`config.mk`:
```
export PLATFORM = sky130hd
export DESIGN_NAME = pipe_adder
export DESIGN_NICKNAME = d
export VERILOG_FILES = /design/src/rtl/pipe_adder.sv
export SDC_FILE = /design/constraint.sdc
export NUM_CORES = 1
export LEC_CHECK = 0
export CAP_MARGIN = 20
export CORE_MARGIN = 3
export CORE_UTILIZATION = 46
export DETAILED_ROUTE_END_ITERATION = 16
export GPL_ROUTABILITY_DRIVEN = 0
export PLACE_DENSITY = 0.76
export REMOVE_ABC_BUFFERS = 1
export SETUP_SLACK_MARGIN = 0.1
export SLEW_MARGIN = 20
export SYNTH_ARGS = -nofsm -noshare
export SYNTH_HDL_FRONTEND = slang
export SYNTH_SLANG_ARGS = --single-unit
```
`constraint.sdc`:
```
create_clock -name clk -period 1.4 [get_ports clk]
set_input_delay 0.28 -clock clk [delete_from_list [all_inputs] [get_ports clk]]
set_output_delay 0.28 -clock clk [all_outputs]
set_load 0.02 [all_outputs]
```
`src/rtl/pipe_adder.sv`:
```
// pipe_adder: pipelined add/subtract with valid/ready flow control and a wrapping completion counter.
// Define PIPE_ADDER_SAT_EN for saturating arithmetic, with c[WIDTH] as the clamp flag.
module pipe_adder #(
    parameter int WIDTH = 8,
    parameter int DEPTH = 3
) (
    input  logic             clk,
    input  logic             reset,
    input  logic             in_valid,
    output logic             in_ready,
    input  logic [WIDTH-1:0] a,
    input  logic [WIDTH-1:0] b,
    input  logic             sub,
    output logic             out_valid,
    input  logic             out_ready,
    output logic [WIDTH:0]   c,
    output logic [15:0]      done_cnt
);
    logic [DEPTH-1:0] vld;
    logic [DEPTH-1:0] acc;
    logic [WIDTH:0]   dat [DEPTH];
    logic [WIDTH:0]   sum;
    logic [WIDTH:0]   diff;
    logic [WIDTH:0]   res;

    always_comb begin
        sum  = {1'b0, a} + {1'b0, b};
        diff = {1'b0, a} - {1'b0, b};
`ifdef PIPE_ADDER_SAT_EN
        res  = sub ? (diff[WIDTH] ? {1'b1, {WIDTH{1'b0}}} : diff)
                   : (sum[WIDTH]  ? {1'b1, {WIDTH{1'b1}}} : sum);
`else
        res  = sub ? diff : sum;
`endif
    end

    // A stage can take new data if any stage at or beyond it has a hole, or the consumer is draining.
    for (genvar i = 0; i < DEPTH; i++) begin : g_acc
        assign acc[i] = out_ready || !(&vld[DEPTH-1:i]);
    end

    assign in_ready  = reset && acc[0];
    assign out_valid = vld[DEPTH-1];
    assign c         = dat[DEPTH-1];

    always_ff @(posedge clk or negedge reset) begin
        if (!reset) begin
            vld      <= '0;
            done_cnt <= '0;
            for (int i = 0; i < DEPTH; i++) dat[i] <= '0;
        end else begin
            if (acc[0]) begin
                vld[0] <= in_valid;
                dat[0] <= res;
            end
            for (int i = 1; i < DEPTH; i++) begin
                if (acc[i]) begin
                    vld[i] <= vld[i-1];
                    dat[i] <= dat[i-1];
                end
            end
            if (vld[DEPTH-1] && out_ready) done_cnt <= done_cnt + 16'd1;
        end
    end
endmodule

```
==> metrics.md, run 1 <==
| Metric | Value |
|---|---|
| F_max | 0.525 GHz |
| Sequential element share of the synthesized area | 48.9% |
| Share of cells above drive strength 1 | 44.0% |
| Vias in the first global route | 1906 |
| Most used DFF post-synth | dfrtp_1 |
| Drt pass-1 iters | 4 |
| Post-route ant nets | 0 |
| 1st-iter DRT viols | 66 |
| Worst-margin pin slew | 0.543 ns |
| Post-synthesis cell area | 0.00235 mm² |
| Syn Area/Cell | 11.2 µm² |
| Largest area contributor in the netlist | dfrtp_1 |
| Hold/Removal Path Class | primary input to async pin |
| Root Driver | clkbuf_8 |
| Number of placed I/O pins | 48 |
| Max Root-Sink Buffers | 2 |
| Setup Skew | 0.00679 ns |
| RR Startpoint | done_cnt[0] |
| Total grt overflow | 0 |
| Core box area | 0.00485 mm² |
| R2r setup slk | -0.02 ns |
| Worst Path Max Fanout | 3 |
| Post-synth EDFFs | 0 |
| Failing checks | negative setup slack |
| Kind of start point of the critical path | primary input |
| DP Wirelength | 3620 µm |
| PortBufs | 47 |
| Tot Pwr | 4.63 mW |
| Slack of the critical path | -0.505 ns |
| Critical path class | primary input to register |
| Initial Util | 48.6% |
| Arrival time worst endpoint | 2.11 ns |
| RSZ-0062 raised after global routing | yes |
| CTS Sinks | 46 |
| Die W | 77.5 µm |
| Total CTS buffers | 5 |
| Synth Register Bits | 46 |
| Layout Nets | 340 |
| Die Ht | 77.5 µm |
| Largest net degree at the start of global routing | 47 |
| Rows | 25 |
| Via count | 1875 |
| P&R area growth vs syn | 51.0% |
| DR WL/cell | 14.0 µm |
| Reg2Reg Depth | 5 |
| Final worst path period share | 136% |
| H-Tree Depth | 2 |
| Yosys warning count | 0 |
| Most frequent cells in the layout | dfrtp_1 (46), buf_4 (46), xnor2_1 (18), nand2_1 (13), buf_6 (12) |
| Endpoints failing hold | 0 |
| Worst EP required | 1.60 ns |
| Clk_lat worst skew | 0.30 ns |
| GRT Util Overall | 17.9% |
| First-pass GRT wire length | 8580 µm |
| Final WL | 5280 µm |
| Outcome | complete, but fails checks |
| CTS tree | done |
| Max cap viols | 0 |
| Die area | 0.00601 mm² |
| Area share of the largest cell type after synthesis | 48.9% |
| Gate Count Post-Synth | 210 |
| Worst reg2reg path endpoint | done_cnt[10] |
| Synth top area cells | dfrtp_1 (49%), mux2_1 (8.6%), xnor2_1 (7.1%), ha_1 (5.3%), buf_4 (2.9%) |
| Hold buffers post-CTS | 0 |
| Worst vdd ir | 620 µV |
| Number of diodes | 0 |
| Synth cell types | 38 |
| CP Capture Type | register |
| Power per standard cell area | 1300 mW/mm² |
| Core Util, Final | 73.3% |
| Async set-reset flop share out of synthesis | 100% |
| Slew headroom | 63.8% |
| Initial antenna violation count | 0 |
| Clk slew on worst S/H paths | 0.08 ns |
| Leakage power | 1.66 nW |
| Drt via density | 4.99 |
| Pins Over Slew Limit | 0 |
| Setup violators final | 9 |
| Post-route minimum period | 1.90 ns |
| DRC viols | 0 |
==> state kept, by name (all words and copies together) (netlist names) <==
signal,count
vld,3
dat,18
c,9
done_cnt,16
==> cells by family (layout without fill, tap and decap cells) <==
kind of cell | after synthesis | after routing | synth area share, %
AND/OR/NAND/NOR | 57 | 57 | 13.0
flip-flops | 46 | 46 | 48.9
AO/OA/AOI/OAI | 29 | 29 | 7.92
XOR/XNOR | 26 | 26 | 9.67
buffers and inverters | 21 | 120 | 4.83
multiplexers | 20 | 20 | 9.56
adder cells (fa/ha/maj) | 11 | 11 | 6.16
==> synthesized netlist by cell type (all sizes together) (3+ instances only) <==
cell type / count
clkbuf: 3
and2: 3
xor2: 7
o21a: 4
buf: 10
o31ai: 3
nand2b: 3
dfrtp: 46
ha: 10
xnor2: 19
nor2: 14
nor3: 5
nand2: 15
a21oi: 11
nand4: 5
mux2: 20
o21ai: 3
inv: 8
nand3: 4
==> worst max-delay path: stages <==
cell,delay [ns]
buf_8,0.10
inv_4,0.05
ha_4,0.19
mux2_4,0.28
inv_2,0.07
ha_4,0.19
nor2b_4,0.12
o31a_1,0.28
o21a_1,0.20
o21a_1,0.17
o31ai_1,0.18
==> report_power, final <==
| group | internal [mW] | total [mW] | leakage, nW | switching (mW) |
|---|---|---|---|---|
| Combinational | 0.993 | 1.88 | 1.06 | 0.886 |
| Clock | 0.398 | 0.808 | 0.0482 | 0.410 |
| Sequential | 1.70 | 1.94 | 0.557 | 0.241 |
==> through the flow <==
| step | worst slack (ns) | TNS [ns] | hold slack, ns | instance area (µm²) | std cells |
|---|---|---|---|---|---|
| after floorplan | -0.770 | -13.10 | -0.0156 | 2270 | 197 |
| after global placement | -1.28 | -18.55 | 0.417 | 3150 | 355 |
| after global routing | -0.600 | -4.00 | 0.126 | 3550 | 376 |
| after CTS | -0.599 | -2.68 | 0.108 | 3450 | 369 |
| final | -0.505 | -2.67 | 0.0919 | 3550 | 376 |
| after detailed placement | -1.32 | -19.75 | 0.423 | 3150 | 355 |
==> timing repair <==
item / 4_1_cts / 5_1_grt
setup endpoints to repair: 59 / 56
gates resized for setup: 128 / 38
setup buffers: 7 / 7
gates cloned: 0 / 1
pin swaps: 45 / 25
==> area by class of cell <==
| cell class | count | area (µm²) |
|---|---|---|
| Tap cell | 67 | 83.8 |
| Timing Repair Buffer | 104 | 892 |
| Multi-Input combinational cell | 143 | 1300 |
| Clock inverter | 1 | 5.00 |
| Inverter | 8 | 35.0 |
| Clock buffer | 7 | 86.3 |
| Fill cell | 348 | 1290 |
| Sequential cell | 46 | 1150 |
==> worst max path at each step <==
stage / slack, ns / endpoint / from
4_1_cts: -0.60 / dat[23] / b[1]
3_5_place_dp: -1.32 / dat[25] / b[0]
6_report: -0.50 / dat[23] / b[1]
5_1_grt: -0.60 / dat[25] / b[0]
2_1_floorplan: -0.77 / dat[25] / b[0]
3_3_place_gp: -1.28 / dat[25] / b[0]
==> per-layer routing <==
metal / GRT usage (%) / part of all wire, %
met1: 20.1 / 41
met2: 33.5 / 53
met4: 6.41 / 2.2
met5: 0 / 0
met3: 3.25 / 4.3
No activity file was read; power rests on OpenSTA's default activity.
==> inputs of run 2 (changes only) <==
==> constraint.sdc (replaced) <==
create_clock -name clk -period 1.4 [get_ports clk]
set_input_delay 0.28 -clock clk [delete_from_list [all_inputs] [get_ports clk]]
set_output_delay 0.28 -clock clk [all_outputs]
set_load 0.1 [all_outputs]
==> run 2 against run 1 <==
The flow still finishes with violations (negative setup slack). Critical path type unchanged. Via count increased by 9.5%. Cell count increased by 1.9%. Core utilization increased by 9.3 points. Clock power decreased by 6.4%. Worst setup slack got worse by 0.078 ns. Clock skew about the same. Largest cell class is now non-clock buffers. Fmax decreased by 3.9%.
==> metrics.md, run 2 (same netlist as run 1, synthesis figures left out) <==
| Metric | Value |
|---|---|
| Via count | 2054 (+9.5%) |
| P&R area growth vs syn | 70.1% |
| First-pass GRT wire length | 9950 µm (+16%) |
| CTS tree | done |
| Setup violators final | 27 (+18) |
| Share of cells above drive strength 1 | 50.0% (+6.0 points) |
| Cell Chain, Critical Path | buf_6, buf_4, nor3_2, nor2_2, xnor2_1, ha_1, o211ai_1, a21oi_4, a211oi_2, xor2_1, o21ai_1 |
| Initial Util | 48.6% (unchanged) |
| F_max | 0.504 GHz (-3.9%) |
| DRC viols | 0 (unchanged) |
| CP Capture Type | register |
| Worst vdd ir | 1320 µV (+110%) |
| Initial antenna violation count | 0 (unchanged) |
| Critical path class | primary input to register |
| Worst-margin pin slew | 0.571 ns (+0.0281 ns) |
| Tot Pwr | 6.90 mW (+49%) |
| Crit path depth | 11 (unchanged) |
| R2r setup slk | -0.13 ns (-0.11 ns) |
| Endpoints failing hold | 0 (unchanged) |
| Hold/Removal Path Class | primary input to async pin |
| Core Util, Final | 82.6% (+9.3 points) |
| Layout Nets | 348 (+2.4%) |
| Max Root-Sink Buffers | 2 (unchanged) |
| Largest Register | dat |
| CP max stage delay | 0.38 ns (+0.10 ns) |
| Failing checks | negative setup slack |
| Hold buffers post-CTS | 0 (unchanged) |
| Final WL | 6720 µm (+27%) |
| Outcome | complete, but fails checks |
| Die area | 0.00601 mm² (unchanged) |
| Worst reg2reg path endpoint | done_cnt[10] |
| Post-route ant nets | 0 (unchanged) |
| Core box area | 0.00485 mm² (unchanged) |
| H-Tree Depth | 2 (unchanged) |
| Max FFs per register | 18 (unchanged) |
| Setup Skew | 0.00639 ns (-0.000401 ns) |
| Placed insts | 356 (+0.28%) |
| Final cell count without fillers | 383 (+1.9%) |
| Total negative setup slack | -3.76 ns (-1.09 ns) |
| Kind of start point of the critical path | primary input |
| Drt pass-1 iters | 4 (unchanged) |
| DP Wirelength | 3940 µm (+8.8%) |
| Die Ht | 77.5 µm (unchanged) |
| PortBufs | 47 (unchanged) |
| Largest delay contributor family on the critical path | compound AO/OA/AOI/OAI gates |
| Slack of the critical path | -0.583 ns (-0.0783 ns) |
| Worst EP required | 1.58 ns (-0.02 ns) |
| Max cap viols | 0 (unchanged) |
| Reg2Reg Depth | 5 (unchanged) |
| Slew headroom | 61.9% (-1.9 points) |
| RSZ-0062 raised after global routing | yes |
| Rows | 25 (unchanged) |
| Root Driver | clkbuf_8 |
| Vias in the first global route | 2169 (+14%) |
| CP bufs+invs | 2 (-1) |
| Number of placed I/O pins | 48 (unchanged) |
| Most frequent cells in the layout | dfrtp_1 (46), buf_4 (41), buf_12 (28), buf_6 (23), xnor2_1 (17) |
| DP Worst Slack | -1.34 ns (-0.0192 ns) |
| 1st-iter DRT viols | 78 (+18%) |
| Commonest non-fill, non-tap cell in the layout | dfrtp_1 |
| GRT Util Overall | 20.7% (+2.8 points) |
| Final worst path period share | 142% (+5.6 points) |
| Clk slew on worst S/H paths | 0.08 ns (about the same) |
| Total grt overflow | 0 (unchanged) |
| Worst Path Max Fanout | 3 (unchanged) |
| Total CTS buffers | 5 (unchanged) |
| Crit path launch | b[0] |
| CP max stage cell | o211ai_1 |
| CTS Sinks | 46 (unchanged) |
| Drt via density | 5.36 (+7.5%) |
| Die W | 77.5 µm (unchanged) |
| Clk_lat worst skew | 0.30 ns (about the same) |
| Leakage power | 1.85 nW (+11%) |
| Power per standard cell area | 1720 mW/mm² (+32%) |
| Largest net degree at the start of global routing | 47 (unchanged) |
| CP endpoint | dat[24] |
| Number of diodes | 0 (unchanged) |
| RR Startpoint | done_cnt[1] |
| Post-route minimum period | 1.98 ns (+0.0783 ns) |
| DR WL/cell | 17.5 µm (+25%) |
| Pins Over Slew Limit | 0 (unchanged) |
| Arrival time worst endpoint | 2.16 ns (+0.05 ns) |
==> run 2: worst min path at each step <==
stage | slack [ns] | startpoint | endpoint
detailed placement | 0.43 | reset | dat[26]
finish | 0.10 | reset | dat[26]
floorplan | -0.02 | reset | c[0]
global route | 0.14 | reset | c[5]
global placement | 0.41 | reset | dat[23]
CTS | 0.12 | reset | dat[26]
==> run 2: where the power goes <==
part	leakage [nW]	total, mW	switching [mW]	internal (mW)
logic	1.25	4.11	2.32	1.79
clock network	0.0438	0.756	0.420	0.335
registers	0.557	2.04	0.335	1.70
total	1.85	6.90	3.08	3.83
==> run 2: area by class of cell <==
class                      instances  area, µm²
fill                             243        843
timing repair buffer             112       1330
sequential                        46       1150
multi-input combinational        143       1330
inverter                           8       35.0
clock inverter                     2       10.0
clock buffer                       5       68.8
tap                               67       83.8
==> run 2: per-stage QoR <==
| stage | instance area, µm² | hold slack (ns) |
|---|---|---|
| floorplan | 2270 | -0.0156 |
| global placement | 3430 | 0.413 |
| detailed placement | 3430 | 0.427 |
| CTS | 3790 | 0.118 |
| global route | 4010 | 0.138 |
| finish | 4010 | 0.102 |
==> run 2: repair_timing <==
| action | CTS | global route |
|---|---|---|
| buffers inserted | 10 | 11 |
| endpoints found under the setup margin | 43 | 47 |
| gates cloned | 0 | 1 |
| pin swaps | 48 | 35 |
| resized for setup | 75 | 34 |
==> run 2: per-layer routing <==
| metal | vias to the layer above | track usage [%] | share of wire [%] |
|---|---|---|---|
| li1 | 939 | - | - |
| met4 | 0 | 8.01 | 3.3 |
| met1 | 1020 | 22.8 | 37 |
| met3 | 19 | 3.48 | 3.6 |
| met5 | - | 0 | 0 |
| met2 | 76 | 39.1 | 56 |
==> inputs of run 3 (changes only) <==
--- a/config.mk
+++ b/config.mk
@@ -5,7 +5,7 @@
 export SDC_FILE = /design/constraint.sdc
 export NUM_CORES = 1
 export LEC_CHECK = 0
-export CAP_MARGIN = 20
+export CAP_MARGIN = 0
 export CORE_MARGIN = 3
 export CORE_UTILIZATION = 46
 export DETAILED_ROUTE_END_ITERATION = 16
==> results of run 3 <==
The final DEF is identical to that of run 2; final timing and power are the same.
